**config.mk**
```make
export PLATFORM = sky130hd
export DESIGN_NAME = dma_frame_sequencer
export DESIGN_NICKNAME = d
export VERILOG_FILES = /design/src/rtl/dma_frame_sequencer_pkg.sv /design/src/rtl/dma_frame_sequencer_addr_fifo.sv /design/src/rtl/dma_frame_sequencer.sv
export SDC_FILE = /design/constraint.sdc
export NUM_CORES = 1
export LEC_CHECK = 0
export ABC_AREA = 0
export ABC_CLOCK_PERIOD_IN_PS = 7300
export CORE_ASPECT_RATIO = 1.1
export CORE_MARGIN = 5
export CORE_UTILIZATION = 52
export CTS_BUF_LIST = sky130_fd_sc_hd__clkbuf_4 sky130_fd_sc_hd__clkbuf_8
export CTS_CLUSTER_DIAMETER = 40
export DETAILED_ROUTE_END_ITERATION = 6
export PLACE_DENSITY = 0.84
export SYNTH_ARGS = -nofsm -noshare
export SYNTH_HDL_FRONTEND = slang
export SYNTH_SLANG_ARGS = --single-unit
```
**constraint.sdc**
```tcl
create_clock -name aclk -period 7.3 [get_ports aclk]
set_input_delay 2.19 -clock aclk [delete_from_list [all_inputs] [get_ports aclk]]
set_output_delay 2.19 -clock aclk [all_outputs]
set_load 0.03 [all_outputs]
```
**src/rtl/dma_frame_sequencer_pkg.sv**
```systemverilog
// dma_frame_sequencer_pkg: shared FSM states, interrupt bit indices and default widths
package dma_frame_sequencer_pkg;
  localparam int DEF_ADDR_FIFO_DEPTH = 4;
  localparam int DEF_ADDR_WIDTH = 32;
  localparam int DEF_LINE_GAP_WIDTH = 32;
  localparam int DEF_LINES_WIDTH = 12;
  localparam int DEF_LEN_WIDTH = 16;
  localparam int INT_FRAME_DONE = 0;
  localparam int INT_UNDERRUN = 1;
  typedef enum logic [2:0] {S_IDLE, S_LOAD, S_ISSUE, S_WAIT, S_DONE} seq_state_e;
endpackage

```
**src/rtl/dma_frame_sequencer_addr_fifo.sv**
```systemverilog
// dma_addr_fifo: synchronous base-address FIFO; a push while full is accepted only alongside a pop
module dma_addr_fifo #(
  parameter int DEPTH = 4,
  parameter int WIDTH = 32
) (
  input  logic                     aclk,
  input  logic                     areset,
  input  logic                     push,
  input  logic [WIDTH-1:0]         wdata,
  input  logic                     pop,
  output logic [WIDTH-1:0]         rdata,
  output logic                     full,
  output logic                     empty,
  output logic [$clog2(DEPTH):0]   level
);
  localparam int AW = $clog2(DEPTH);
  logic [WIDTH-1:0] mem [DEPTH];
  logic [AW-1:0] rd_ptr, wr_ptr;
  logic do_push, do_pop;
  assign full = level == (AW+1)'(DEPTH);
  assign empty = level == '0;
  assign do_pop = pop && !empty;
  assign do_push = push && (!full || do_pop);
  assign rdata = mem[rd_ptr];
  always_ff @(posedge aclk)
    if (do_push) mem[wr_ptr] <= wdata;
  always_ff @(posedge aclk) begin
    if (areset) begin
      rd_ptr <= '0;
      wr_ptr <= '0;
      level <= '0;
    end else begin
      if (do_push) wr_ptr <= wr_ptr + 1'b1;
      if (do_pop) rd_ptr <= rd_ptr + 1'b1;
      level <= level + (AW+1)'(do_push) - (AW+1)'(do_pop);
    end
  end
endmodule

```
**src/rtl/dma_frame_sequencer.sv**
```systemverilog
// dma_frame_sequencer: queues frame base addresses and issues one DMA write command per line.
// Optional DMA_SEQ_BUF_RECYCLE_EN: start on an empty queue reuses the last popped base.
module dma_frame_sequencer
  import dma_frame_sequencer_pkg::*;
#(
  parameter int ADDR_FIFO_DEPTH = DEF_ADDR_FIFO_DEPTH,
  parameter int ADDR_WIDTH = DEF_ADDR_WIDTH,
  parameter int LINE_GAP_WIDTH = DEF_LINE_GAP_WIDTH,
  parameter int LINES_WIDTH = DEF_LINES_WIDTH,
  parameter int LEN_WIDTH = DEF_LEN_WIDTH
) (
  input  logic                             aclk,
  input  logic                             areset,
  input  logic [ADDR_WIDTH-1:0]            buff_addr_fifo_data,
  input  logic                             buff_addr_fifo_wen,
  input  logic                             ctrl_start,
  input  logic                             ctrl_stop,
  input  logic [LINE_GAP_WIDTH-1:0]        line_gap,
  input  logic [LINES_WIDTH-1:0]           num_lines,
  input  logic [LEN_WIDTH-1:0]             line_bytes,
  input  logic                             glbl_int_en,
  input  logic [1:0]                       interrupt_en,
  input  logic [1:0]                       interrupt_status_clr,
  output logic                             cmd_valid,
  input  logic                             cmd_ready,
  output logic [ADDR_WIDTH-1:0]            cmd_addr,
  output logic [LEN_WIDTH-1:0]             cmd_len,
  input  logic                             line_done,
  output logic                             busy,
  output logic                             fifo_full,
  output logic [$clog2(ADDR_FIFO_DEPTH):0] fifo_level,
  output logic [1:0]                       interrupt_status,
  output logic                             irq
);
  seq_state_e state, state_nxt;
  logic [ADDR_WIDTH-1:0] fifo_head, start_base, acc;
  logic [LINES_WIDTH-1:0] line_cnt, lines_tgt, lines_eff;
  logic fifo_empty, idle_start, go, last_line;
  logic [1:0] set_bits;
  dma_addr_fifo #(.DEPTH(ADDR_FIFO_DEPTH), .WIDTH(ADDR_WIDTH)) u_fifo (
    .aclk(aclk), .areset(areset), .push(buff_addr_fifo_wen), .wdata(buff_addr_fifo_data),
    .pop(idle_start), .rdata(fifo_head), .full(fifo_full), .empty(fifo_empty), .level(fifo_level)
  );
  assign idle_start = state == S_IDLE && ctrl_start;
`ifdef DMA_SEQ_BUF_RECYCLE_EN
  logic [ADDR_WIDTH-1:0] last_base;
  assign go = idle_start;
  assign start_base = fifo_empty ? last_base : fifo_head;
  always_ff @(posedge aclk)
    last_base <= areset ? '0 : go ? start_base : last_base;
`else
  assign go = idle_start && !fifo_empty;
  assign start_base = fifo_head;
`endif
  assign busy = state != S_IDLE;
  assign lines_eff = lines_tgt == '0 ? LINES_WIDTH'(1) : lines_tgt;
  assign last_line = line_cnt + LINES_WIDTH'(1) == lines_eff;
  always_comb begin
    set_bits = '0;
    set_bits[INT_UNDERRUN] = idle_start && fifo_empty;
    set_bits[INT_FRAME_DONE] = state == S_DONE;
  end
  always_ff @(posedge aclk)
    state <= areset ? S_IDLE : state_nxt;
  always_comb begin
    state_nxt = state;
    case (state)
      S_IDLE:  state_nxt = go ? S_LOAD : S_IDLE;
      S_LOAD:  state_nxt = S_ISSUE;
      S_ISSUE: state_nxt = cmd_ready ? S_WAIT : S_ISSUE;
      S_WAIT:  state_nxt = !line_done ? S_WAIT : last_line ? S_DONE : ctrl_stop ? S_IDLE : S_LOAD;
      default: state_nxt = S_IDLE;
    endcase
  end
  // line address is a running sum of line_gap, sampled once per line in LOAD
  always_ff @(posedge aclk) begin
    if (areset) begin
      cmd_valid <= 1'b0;
      cmd_addr <= '0;
      cmd_len <= '0;
      acc <= '0;
      line_cnt <= '0;
      lines_tgt <= '0;
      interrupt_status <= '0;
      irq <= 1'b0;
    end else begin
      if (go) begin
        acc <= start_base;
        line_cnt <= '0;
      end
      if (state == S_LOAD) begin
        cmd_addr <= acc;
        acc <= acc + ADDR_WIDTH'(line_gap);
        cmd_len <= line_bytes;
        lines_tgt <= num_lines;
        cmd_valid <= 1'b1;
      end
      if (state == S_ISSUE && cmd_ready) cmd_valid <= 1'b0;
      if (state == S_WAIT && line_done) line_cnt <= line_cnt + 1'b1;
      interrupt_status <= (interrupt_status & ~interrupt_status_clr) | set_bits;
      irq <= glbl_int_en & |(interrupt_status & interrupt_en);
    end
  end
endmodule

```
==> metrics <==
vias in the first global route 8,324; slowest stage cell, crit path clkdlybuf4s50_1; Routed WL 27.6 mm; drt drc 0; largest net degree at the start of global routing 76; CTS root buf clkbuf_8; sequential area share after synthesis 0.553; Worst Hold Class reg2reg; IO Port Bufs 160; clk_lat worst skew 0.56 ns; Die ar. 0.0248 mm²; P_sw 1.67 mW; DP HPWL 19.0 mm; Seq cells post-synth 248; WS Path Type in2reg; placed cells 1,420; CP most frequent cell a21oi_2; Worst Hold Launch cmd_addr[13]$_SDFFE_PP0P_; Post-Route Utilization 0.650; Period minus WS final 4.59 ns; Post-Syn Instances 1,023; Crit Path Max Fanout 4; first-pass GRT wire length 43.1 mm; internal power 3.04 mW; clock share of power 0.256; Peak VDD IR 180 µV; Comb power frac 0.360; hold-fix buffers at CTS 0; R2R depth 12; antenna violations before repair 0; outcome finished clean; Lkg Pwr 4.77 nW; top-area cell type share of the netlist area 0.341; relative slew slack 0.476; Starting Density 0.528; Data arrival, critical path 5.06 ns; Seq pwr share 0.384; CP startpoint kind primary input; CP Capture Type flop; Worst-Margin Slew 0.786 ns; Post-synth EDFFs 128; worst setup path startpoint line_gap[0]; Placeable Area 0.0214 mm²; synth unique cells 70; ANT cells 0; Die Ht 165 µm; switch share 0.355; htree depth 2; max_cap viols 0; stages on the worst setup path 12; total setup buffers inserted after CTS 0; via count 8,524; Post-synth top flop edfxtp_1; setup_tns 0 ns; die width 150 µm; YS warnings 0; remaining global-route overflow 0; Sink Count 248; Avg Inst Size Synth 11.0 µm²; GRT Total Usage 0.218; cts repair resizes 0; crit path to acc[28]$_SDFFE_PP0P_; RSZ-0062 raised after global routing false; Post-Synthesis Cell Area 0.0113 mm²; Final #Nets 1,317; Hold Worst Slack 0.453 ns; row cnt 56; Required @ worst endpoint 7.77 ns; area post-placement 0.0131 mm²; Peak Freq 0.218 GHz; Slew Limit Fails 0; slowest cell delay on critical path 0.47 ns; FF-to-FF setup slack 4.31 ns; CP Cell Sequence clkdlybuf4s50_1, ha_1, inv_1, fa_1, nand2b_1, a21oi_2, a31oi_1, o31ai_2, a21oi_2, o221ai_2, xnor2_1, a211oi_1; final setup fails 0; Vias/cell 5.70; share of layout cells above drive strength 1 0.112; reg2reg start state[0]$_SDFF_PP0_; IO Pins 161; CP Buf/Inv Count 2; Power Density 339 mW/mm²; CTS max path bufs 3; First-pass DRT Iterations 5; Final Wtd Congestion 0.954; Final Hold Fails 0; Async S/R FF share, synth 0; CTS buffer count 41; leading area contributor after synthesis edfxtp_1; crit-path leading delay family compound AO/OA/AOI/OAI gates; Synth area leaders edfxtp_1 (34%), dfxtp_1 (21%), mux4_2 (6.4%); Avg WL per Cell 18.5 µm; Syn Nets 1,167; Routed Antenna Nets 0; r2r endpoint u_fifo.level[2]$_SDFF_PP0_; initial DRC count 543; Final Skew 0.0404 ns; CTS tree built; Final Cell Area 0.0139 mm²; final non-filler cell total 1,495; clock-pin slew on the worst setup and hold paths 0.06 ns; area grow syn2layout 23.1%; final period utilization 0.629
## synthesized netlist by cell type, types with 3 or more instances
master    instances
a211oi_1         25
a21o_1            9
a21oi_1         115
a311oi_1          6
a31oi_1          12
and2_1            5
and3_1            9
buf_1             7
buf_2            16
clkbuf_1         38
dfxtp_1         120
edfxtp_1        128
ha_1             38
inv_1            13
mux2i_1           7
mux4_2           32
nand2_1         175
nand2b_1         10
nand3_1          17
nand4_1           9
nor2_1           50
nor2b_1           8
nor3_1           13
nor3b_1           4
nor4_1            5
o211ai_1          6
o21ai_0          19
o21ai_1           8
o21bai_1          5
o22ai_1          21
or3_1             3
xnor2_1          29
xor2_1           16
## through the flow
| step | setup WS [ns] | power, mW |
|---|---|---|
| global route | 2.55 | 4.97 |
| finish | 2.71 | 4.71 |
| global placement | 2.32 | 3.46 |
| CTS | 2.75 | 4.72 |
| detailed placement | 2.19 | 3.50 |
| floorplan | 3.00 | 3.03 |
## area by class of cell
cell class | count | area [µm²]
flip-flops and latches | 248 | 6250
clock inverters | 17 | 100
multi-input cells | 698 | 4730
clock buffers | 58 | 729
fillers | 1647 | 7480
well taps | 290 | 363
inverters | 14 | 52.6
repair buffers | 170 | 1670
## logic make-up (layout without fill, tap and decap cells)
family | after synthesis | count (layout) | synth area share
AO/OA/AOI/OAI | 254 | 254 | 0.141
XOR/XNOR | 45 | 45 | 0.0349
adder cells (fa/ha/maj) | 40 | 40 | 0.0457
buffers and inverters | 77 | 259 | 0.0278
flip-flops | 248 | 248 | 0.553
multiplexers | 40 | 40 | 0.0711
AND/OR/NAND/NOR | 319 | 319 | 0.126
## power by group through the flow
stage | logic [mW] | registers (mW) | clock network, mW
final | 1.69 | 1.81 | 1.21
after global routing | 1.84 | 1.83 | 1.30
after CTS | 1.68 | 1.81 | 1.23
after detailed placement | 1.67 | 1.83 | 0
after global placement | 1.63 | 1.82 | 0
after floorplan | 1.18 | 1.86 | 0
## placed cells by master (no fill, tap or decap), types with 9 or more instances in the layout
cell type / count
a211oi_1: 25
a21o_1: 9
a21oi_1: 115
a31oi_1: 12
and3_1: 9
buf_4: 11
clkbuf_4: 11
clkbuf_8: 47
clkdlybuf4s50_1: 159
clkinv_2: 9
dfxtp_1: 119
edfxtp_1: 128
ha_1: 38
inv_1: 13
mux4_2: 32
nand2_1: 174
nand2b_1: 10
nand3_1: 17
nand4_1: 9
nor2_1: 50
nor3_1: 13
o21ai_0: 19
o22ai_1: 21
xnor2_1: 29
xor2_1: 16
## how the worst min path moves through the flow
stage	slack [ns]	depth (start not counted)	to
floorplan	0.44	2	lines_tgt[0]$_SDFFE_PP0P_
global placement	0.44	2	cmd_addr[1]$_SDFFE_PP0P_
finish	0.45	2	cmd_addr[13]$_SDFFE_PP0P_
global route	0.47	2	cmd_addr[16]$_SDFFE_PP0P_
CTS	0.45	2	cmd_addr[18]$_SDFFE_PP0P_
detailed placement	0.45	2	cmd_addr[18]$_SDFFE_PP0P_
## per-layer routing
layer	share of wire	GRT usage	vias to the layer above
met2	0.47	0.356	320
li1	-	-	4073
met3	0.081	0.0516	52
met4	0.022	0.0657	0
met5	0	0	-
met1	0.42	0.292	4079
## flip-flops by register name (all words and copies together), names as in the netlist, 3 cells and up, named ones only
register / count
u_fifo.mem: 128
acc: 32
cmd_addr: 32
cmd_len: 16
line_cnt: 12
lines_tgt: 12
state: 3
u_fifo.level: 3
## worst register-to-register path, cell delays in order (launching register included)
cell	delay [ns]
dfxtp_1	0.43
nor4b_2	0.41
nand2b_1	0.10
buf_4	0.27
inv_2	0.35
ha_1	0.31
inv_1	0.06
ha_1	0.13
inv_1	0.05
fa_1	0.36
xor2_1	0.18
xnor2_1	0.14
nor2_1	0.05
Note: power is estimated with default switching activity, not from simulation.
==> RTL change, RTL diff (same flow settings) <==
`DEF_LINES_WIDTH`: 12 -> 18.
--- a/src/rtl/dma_frame_sequencer_pkg.sv
+++ b/src/rtl/dma_frame_sequencer_pkg.sv
@@ -4,5 +4,5 @@
   localparam int DEF_ADDR_WIDTH = 32;
   localparam int DEF_LINE_GAP_WIDTH = 32;
-  localparam int DEF_LINES_WIDTH = 12;
+  localparam int DEF_LINES_WIDTH = 18;
   localparam int DEF_LEN_WIDTH = 16;
   localparam int INT_FRAME_DONE = 0;
Interface: changed (resized num_lines); port bits go from 161 to 167. The function was not compared with the original's and may differ.
==> RTL change against the unedited design <==
Total power increased by 6.3%; first-iteration DRC count increased by 25%; clock skew decreased by 0.014 ns; synthesized area increased by 7.5%; clock power increased by 8%; wire length increased by 8.2%; cell area increased by 7.3%; register-to-register slack improved by 0.08 ns; via count increased by 10%; non-clock buffer count increased by 7; setup slack got worse by 0.11 ns; sequential cell count increased by 12; global-route usage increased by 0.45 points; highest routed layer unchanged.
==> RTL change: results <==
set metrics [dict create \
    nNetsFinal 1447 \
    fin_worst_skew_ns 0.0265 \
    p_leak_nw 5.25 \
    grt_max_degree 89 \
    nNonClkInverters 28 \
    nClkBuffers 64 \
    synth_compound_area_share_pct 15.0 \
    synth_cell_types 80 \
    seq_share_pct 43.5 \
    met1_usage_pct 27.1 \
    synth_xor_area_share_pct 3.47 \
    globalplace.congestion 0.919 \
    hpwlAfterDp_mm 20.6 \
    nonClockBufferCount 177 \
    wl_met1_mm 11.8 \
    arrival_ns 5.17 \
    cp_slowest_cell "a2111oi_1" \
    wl_met2_mm 15.0 \
    portBuffers 166 \
    multi_input_comb_area_um2 5280 \
    netlist_top_cells_count "nand2_1 (193), dfxtp_1 (132), edfxtp_1 (128)" \
    powerComb_mw 1.81 \
    drt_iter0_drc 677 \
    grt_use_total_pct 22.3 \
    synth_flop_cell "dfxtp_1" \
    wl_met3_mm 1.90 \
    final-clk-cell-share_pct 6.09 \
    use_met2_pct 38.6 \
    finalWirelength_mm 29.9 \
    sw_frac_of_total_pct 35.3 \
    ys_seq_area_share_pct 53.5 \
    max_stage_delay_ns 0.64 \
    synthTopCellsByArea "edfxtp_1 (32%), dfxtp_1 (22%), nand2_1 (6.0%)" \
    drive_gt1_share_pct 11.5 \
    outcome "complete, no violations" \
    numCtsBuffers 45 \
    fillerInstances 1794 \
    multi_input_gates 785 \
    synthMuxAreaShare_pct 6.46 \
    vias 9393 \
    ys_ff_latch 260 \
    use_met3_pct 4.63 \
    drt_first_pass_iters 7 \
    buffer_area_share_pct 11.7 \
    ir_drop_v 0.000170 \
    synth_adder_area_share_pct 4.25 \
    grt_pass1_wl_mm 47.5 \
    syn_nets 1286 \
]
==> RTL change: metrics by stage <==
step	setup WS, ns	utilization [%]	instances	area, um^2	total power [mW]
2_1_floorplan	3.03	-	1136	12100	3.21
3_3_place_gp	2.18	61.0	1550	14000	3.66
3_5_place_dp	2.10	61.0	1550	14000	3.71
4_1_cts	2.66	65.0	1630	14900	5.03
5_1_grt	2.50	65.0	1630	14900	5.32
6_report	2.59	65.0	1630	14900	5.01
==> RTL change: final timing paths <==
check | startpoint | end | slack [ns] | depth (start not counted)
max | line_gap[0] | acc[28] | 2.59 | 12
min | cmd_len[5] | cmd_len[5] | 0.45 | 2
max reg2reg | state[0] | u_fifo.level[2] | 4.39 | 13
min reg2reg | cmd_len[5] | cmd_len[5] | 0.45 | 2
==> RTL change: critical path: cells and delay by family <==
kind | cells | cell delay [ns]
compound gates | 6 | 1.42
fa+ha+maj | 2 | 0.64
simple gates | 2 | 0.31
buf+inv | 2 | 0.61
